[config.mk]
export PLATFORM = sky130hd
export DESIGN_NAME = alu32_arbiter
export DESIGN_NICKNAME = d
export VERILOG_FILES = /design/src/rtl/alu32_arbiter.sv
export SDC_FILE = /design/constraint.sdc
export NUM_CORES = 1
export LEC_CHECK = 0
export BUFFER_PORTS_ARGS = -buffer_cell sky130_fd_sc_hd__clkbuf_2
export CORE_MARGIN = 2
export CORE_UTILIZATION = 60
export CTS_CLUSTER_SIZE = 16
export DETAILED_ROUTE_END_ITERATION = 8
export PLACE_DENSITY_LB_ADDON = 0.08
export SLEW_MARGIN = 20
export SYNTH_ARGS = -nofsm -noshare
export SYNTH_HDL_FRONTEND = slang
export SYNTH_SLANG_ARGS = --single-unit
[constraint.sdc]
create_clock -name clk -period 5.2 [get_ports clk]
set_input_delay 0.52 -clock clk [delete_from_list [all_inputs] [get_ports clk]]
set_output_delay 0.52 -clock clk [all_outputs]
set_load 0.1 [all_outputs]
[src/rtl/alu32_arbiter.sv]
// Two-requester front end sharing one 32-bit ALU: combinational grant, one operand
// stage, one registered result stage with a per-requester done pulse.

`ifndef ALU_ADD
`define ALU_AND  3'b000
`define ALU_OR   3'b001
`define ALU_ADD  3'b010
`define ALU_XOR  3'b011
`define ALU_NOR  3'b100
`define ALU_SLTU 3'b101
`define ALU_SUB  3'b110
`define ALU_SLT  3'b111
`endif

module alu32 (
  input  logic [31:0] a,
  input  logic [31:0] b,
  input  logic [2:0]  control,
  output logic [31:0] result,
  output logic        overflow,
  output logic        zero,
  output logic        negative
);

  logic [31:0] w_sum;
  logic [31:0] w_diff;

  assign w_sum  = a + b;
  assign w_diff = a - b;

  // NOTE: every output of a combinational block gets a default first, so no
  // path through the case can leave it unassigned and infer a latch.
  always_comb begin
    result   = '0;
    overflow = 1'b0;
    case (control)
      `ALU_AND:  result = a & b;
      `ALU_OR:   result = a | b;
      `ALU_XOR:  result = a ^ b;
      `ALU_NOR:  result = ~(a | b);
      `ALU_SLTU: result = {31'b0, (a < b)};
      `ALU_SLT:  result = {31'b0, ($signed(a) < $signed(b))};
      `ALU_ADD: begin
        result   = w_sum;
        overflow = (a[31] == b[31]) && (w_sum[31] != a[31]);
      end
      `ALU_SUB: begin
        result   = w_diff;
        overflow = (a[31] != b[31]) && (w_diff[31] != a[31]);
      end
      default: result = '0;
    endcase
  end

  assign zero     = (result == 32'd0);
  assign negative = result[31];

endmodule

module alu32_arbiter #(
  parameter int FIXED_PRI = 0
) (
  input  logic        clk,
  input  logic        reset,
  input  logic        req0,
  input  logic        req1,
  input  logic [31:0] A0,
  input  logic [31:0] B0,
  input  logic [31:0] A1,
  input  logic [31:0] B1,
  input  logic [2:0]  control0,
  input  logic [2:0]  control1,
  output logic        gnt0,
  output logic        gnt1,
  output logic        done0,
  output logic        done1,
  output logic [31:0] out,
  output logic        overflow,
  output logic        zero,
  output logic        negative
);

  typedef enum logic {OWNER_0 = 1'b0, OWNER_1 = 1'b1} owner_e;

  // Arbitration state: which requester won the most recent accept.
  owner_e      r_last;

  // Operand stage
  logic        r_stage_valid;
  owner_e      r_owner;
  logic [31:0] r_a;
  logic [31:0] r_b;
  logic [2:0]  r_ctrl;

  // Result stage
  logic [31:0] r_out;
  logic        r_overflow;
  logic        r_zero;
  logic        r_negative;
  logic        r_done0;
  logic        r_done1;

  logic        w_pick0;
  logic        w_gnt0;
  logic        w_gnt1;
  logic [31:0] w_result;
  logic        w_overflow;
  logic        w_zero;
  logic        w_negative;

  // On contention requester 0 wins if priority is fixed or requester 1 went last.
  assign w_pick0 = (FIXED_PRI != 0) || (r_last == OWNER_1);
  assign w_gnt0  = reset && req0 && (!req1 || w_pick0);
  assign w_gnt1  = reset && req1 && (!req0 || !w_pick0);

  // NOTE: sequential state uses non-blocking assignments so every register
  // samples the pre-edge values, independent of statement order.
  always_ff @(posedge clk) begin
    if (!reset) begin
      r_last        <= OWNER_1;
      r_stage_valid <= 1'b0;
    end else begin
      r_stage_valid <= w_gnt0 || w_gnt1;
      if (w_gnt0)      r_last <= OWNER_0;
      else if (w_gnt1) r_last <= OWNER_1;
    end
  end

  // NOTE: operand registers carry no reset; r_stage_valid alone qualifies them,
  // and grants are already held low during reset.
  always_ff @(posedge clk) begin
    if (w_gnt0) begin
      r_a     <= A0;
      r_b     <= B0;
      r_ctrl  <= control0;
      r_owner <= OWNER_0;
    end else if (w_gnt1) begin
      r_a     <= A1;
      r_b     <= B1;
      r_ctrl  <= control1;
      r_owner <= OWNER_1;
    end
  end

  alu32 u_alu (
    .a        (r_a),
    .b        (r_b),
    .control  (r_ctrl),
    .result   (w_result),
    .overflow (w_overflow),
    .zero     (w_zero),
    .negative (w_negative)
  );

  always_ff @(posedge clk) begin
    if (!reset) begin
      r_out      <= '0;
      r_overflow <= 1'b0;
      r_zero     <= 1'b0;
      r_negative <= 1'b0;
      r_done0    <= 1'b0;
      r_done1    <= 1'b0;
    end else begin
      r_done0 <= r_stage_valid && (r_owner == OWNER_0);
      r_done1 <= r_stage_valid && (r_owner == OWNER_1);
      if (r_stage_valid) begin
        r_out      <= w_result;
        r_overflow <= w_overflow;
        r_zero     <= w_zero;
        r_negative <= w_negative;
      end
    end
  end

  assign gnt0     = w_gnt0;
  assign gnt1     = w_gnt1;
  assign done0    = r_done0;
  assign done1    = r_done1;
  assign out      = r_out;
  assign overflow = r_overflow;
  assign zero     = r_zero;
  assign negative = r_negative;

endmodule
==> run_results.csv <==
group,metric,value,unit
outcome,status,"finished, final reports clean",
place,numPortBuffers,176,
logic_synthesis,ys.flop_type,"edfxtp_1",
logic_synthesis,synth.largest_area_cell,"edfxtp_1",
logic_synthesis,syn_area,9987,um^2
cts,clk_pin_slew,0.08,ns
drt,avgRoutedWirePerCell,19.88,um
sta,setup_viol,0,
cts,htree_levels,3,
global_routing,grt_pass1_wl,51.73,mm
sta,drv_slew,0,
logic_synthesis,netlist_instances,1318,
pwr,p_leak,5.295,nW
pwr,p_sw,0.001414,W
finish,final_cells,1670,
global_routing,grt_max_degree,45,
setup_path,cpMostUsedCell,"o41ai_2",
sta,hold_viol,0,
sta,finClkSkew,0.01178,ns
logic_synthesis,synth_seq_cells,106,
min_path,hold_depth,2,
finish,area_growth,12.50,%
logic_synthesis,synth_area_per_cell,7.577,um^2
pwr,netSwitchingFraction,0.4434,
sta,worstMarginPinSlew,1.210,ns
drt,antenna_left,0,
setup_path,cp.required,5.46,ns
global_routing,grt_pass1_vias,9585,
floorplanning,die_y,133.0,um
setup_path,crit_fanout,14,
place,dpl.hpwl,25.06,mm
drt,dr.pass1.iters,6,
job,maxCapViolCount,0,
pwr,clkPwrFrac,0.218,
logic_synthesis,synth_top_area_share,0.2015,
floorplanning,core,16410,um^2
logic_synthesis,yosys_warnings,0,
logic_synthesis,async_flop_share,0,
finish,final_util,0.6848,
cts,cts_hold_buf,0,
cts,cts_sinks,106,
logic_synthesis,yosys-top-cells-count,"274 x nand2_1, 138 x nor2_1, 99 x a21oi_1",
pwr,finalPower,0.003190,W
logic_synthesis,ys_top_cells_by_area,"edfxtp_1 20%, ha_1 12%, nand2_1 10%",
setup_path,reg2regPathDepth,13,
cts,cts_buffer_depth,2,
min_path,worstHoldStart,"req0",
global_routing,antenna_found_initial,1,
setup_path,r2r_slack,0.88,ns
logic_synthesis,synth-edff-count,67,
setup_path,slowest_delay,0.66,ns
finish,layout.nets,1681,
sta,fmax,0.2317,GHz
setup_path,slowest_stage,"o41ai_2",
logic_synthesis,ys_seq_area_frac,0.2796,
place,dp_cells,1654,
setup_path,arrival,4.58,ns
global_routing,grtUsageMet2,0.5705,
sta,worst_slew_margin_rel,0.1869,
sta,finalSetupTns,0,ns
global_routing,grt_use_met3,0.07356,
cts,root_buffer,"clkbuf_16",
floorplanning,die_area,17690,um^2
setup_path,r2r_start,"r_a[9]",
global_routing,overflow,0,
floorplanning,ios,177,
drt,drt_iter0_markers,1569,
setup_path,path_cells,"inv_1, ha_1, nor2b_1, o21ai_0, a311oi_2, o41ai_2, o21ai_1, mux2i_1, a21oi_2, a21bo_1, nand4bb_1, or4b_1, o41ai_2",
floorplanning,initial_utilization,0.6087,
cts,post_cts_buffers,0,
cts,numCtsBuffers,9,
pwr,vdd_drop_max,0.1994,mV
min_path,hold_path.class,"in2reg",
pwr,p_comb_frac,0.459,
drt,dr_total_vias,10490,
global_routing,gr-usage-all-layers,0.3697,
sta,final.period_utilization,0.8302,
pwr,p_seq_frac,0.323,
logic_synthesis,synth_most_common_cell,"nand2_1",
place,gp_congestion,1.076,
sta,period_minus_slack,4.317,ns
floorplanning,fp.dieW,133.0,um
setup_path,rr_endpoint,"zero",
pwr,internal_power,0.001775,W
cts,cts_tree,"yes",
cts,cts_resized,0,
finish,antenna_cells,0,
min_path,min_to,"r_last",
logic_synthesis,syn_nets,1554,
cts,clock_latency,0.37,ns
global_routing,grt.met1_usage,0.5291,
sta,whs,0.4014,ns
pwr,powerDensity,283.9,nW/um^2
global_routing,grt.busiest_layer,"met2",
drt,vias_per_cell,6.284,
logic_synthesis,ys_types,94,
sta,rsz0062_at_grt,"no",
finish,drive_gt1_frac,0.1690,
setup_path,setup.worst_path.start_class,"flip-flop",
drt,routed_wl,33.20,mm
setup_path,end_kind,"flip-flop",
drt,drc_errors,0,
floorplanning,row_count,47,
setup_path,worstSetupPathType,"reg2reg",
## flip-flops by register name, indices dropped and copies added, names as in the netlist
register	flops
done0	1
done1	1
out	32
overflow	1
r_a	32
r_b	32
r_ctrl	3
r_last	1
r_owner	1
r_stage_valid	1
zero	1
## placed cells by master (no fill, tap or decap), types with 28 or more instances in the layout
| master | n |
|---|---|
| ha_1 | 96 |
| edfxtp_1 | 67 |
| clkbuf_2 | 176 |
| mux2i_1 | 28 |
| o21ai_0 | 31 |
| nor3_1 | 39 |
| nor2_1 | 138 |
| nand2_1 | 273 |
| dfxtp_1 | 39 |
| a21oi_1 | 99 |
| inv_1 | 97 |
## worst max-delay path: cells and delay by family (launching register included)
| kind | cells | cell delay (ns) |
|---|---|---|
| AO/OA/AOI/OAI | 7 | 2.19 |
| adder cells (fa/ha/maj) | 1 | 0.58 |
| buffers and inverters | 1 | 0.06 |
| flip-flops | 1 | 0.38 |
| multiplexers | 1 | 0.21 |
| AND/OR/NAND/NOR | 3 | 0.81 |
## cell families (layout without fill, tap and decap cells)
| kind of cell | count (synthesis) | after routing | share of synthesized area |
|---|---|---|---|
| buffers and inverters | 180 | 312 | 0.07204 |
| adder cells (fa/ha/maj) | 98 | 98 | 0.1243 |
| AND/OR/NAND/NOR | 546 | 546 | 0.2395 |
| multiplexers | 30 | 30 | 0.03032 |
| flip-flops | 106 | 106 | 0.2796 |
| AO/OA/AOI/OAI | 335 | 335 | 0.2340 |
| XOR/XNOR | 23 | 23 | 0.02017 |
## worst max-delay path by stage
stage	from	slack, ns	depth (start not counted)	to
floorplan	req1	0.87	3	r_a[0]
global placement	r_a[9]	1.08	13	zero
detailed placement	r_a[9]	1.02	13	zero
CTS	r_a[9]	0.99	13	zero
global route	r_a[9]	0.77	13	zero
finish	r_a[9]	0.88	13	zero
## layer usage
layer	wire, um	up-vias	part of all wire
li1	-	4889	-
met5	13	-	0.00039
met3	3901	89	0.12
met1	14310	4831	0.43
met4	777	2	0.023
met2	14200	683	0.43
## power by group through the flow
stage	Sequential [W]	Combinational [W]	Clock, W
after floorplan	0.00123	0.000860	0
after global placement	0.00104	0.00140	0
after detailed placement	0.00105	0.00141	0
after CTS	0.00103	0.00142	0.000699
after global routing	0.00104	0.00156	0.000730
final	0.00103	0.00146	0.000696
## cell type report
cell class	count	area [um^2]
Timing Repair Buffer	194	1016
Multi-Input combinational cell	1032	6480
Sequential cell	106	2793
Fill cell	1362	5171
Tap cell	220	275.3
Inverter	102	382.9
Clock inverter	7	63.81
Clock buffer	9	225.2
## through the flow
stage / worst slack, ns / area [um^2]
2_1_floorplan: 0.8689 / 9987
3_3_place_gp: 1.077 / 10950
3_5_place_dp: 1.021 / 10950
4_1_cts: 0.9896 / 11240
5_1_grt: 0.7696 / 11240
6_report: 0.8832 / 11240
Note: power is estimated with default switching activity, not from simulation.
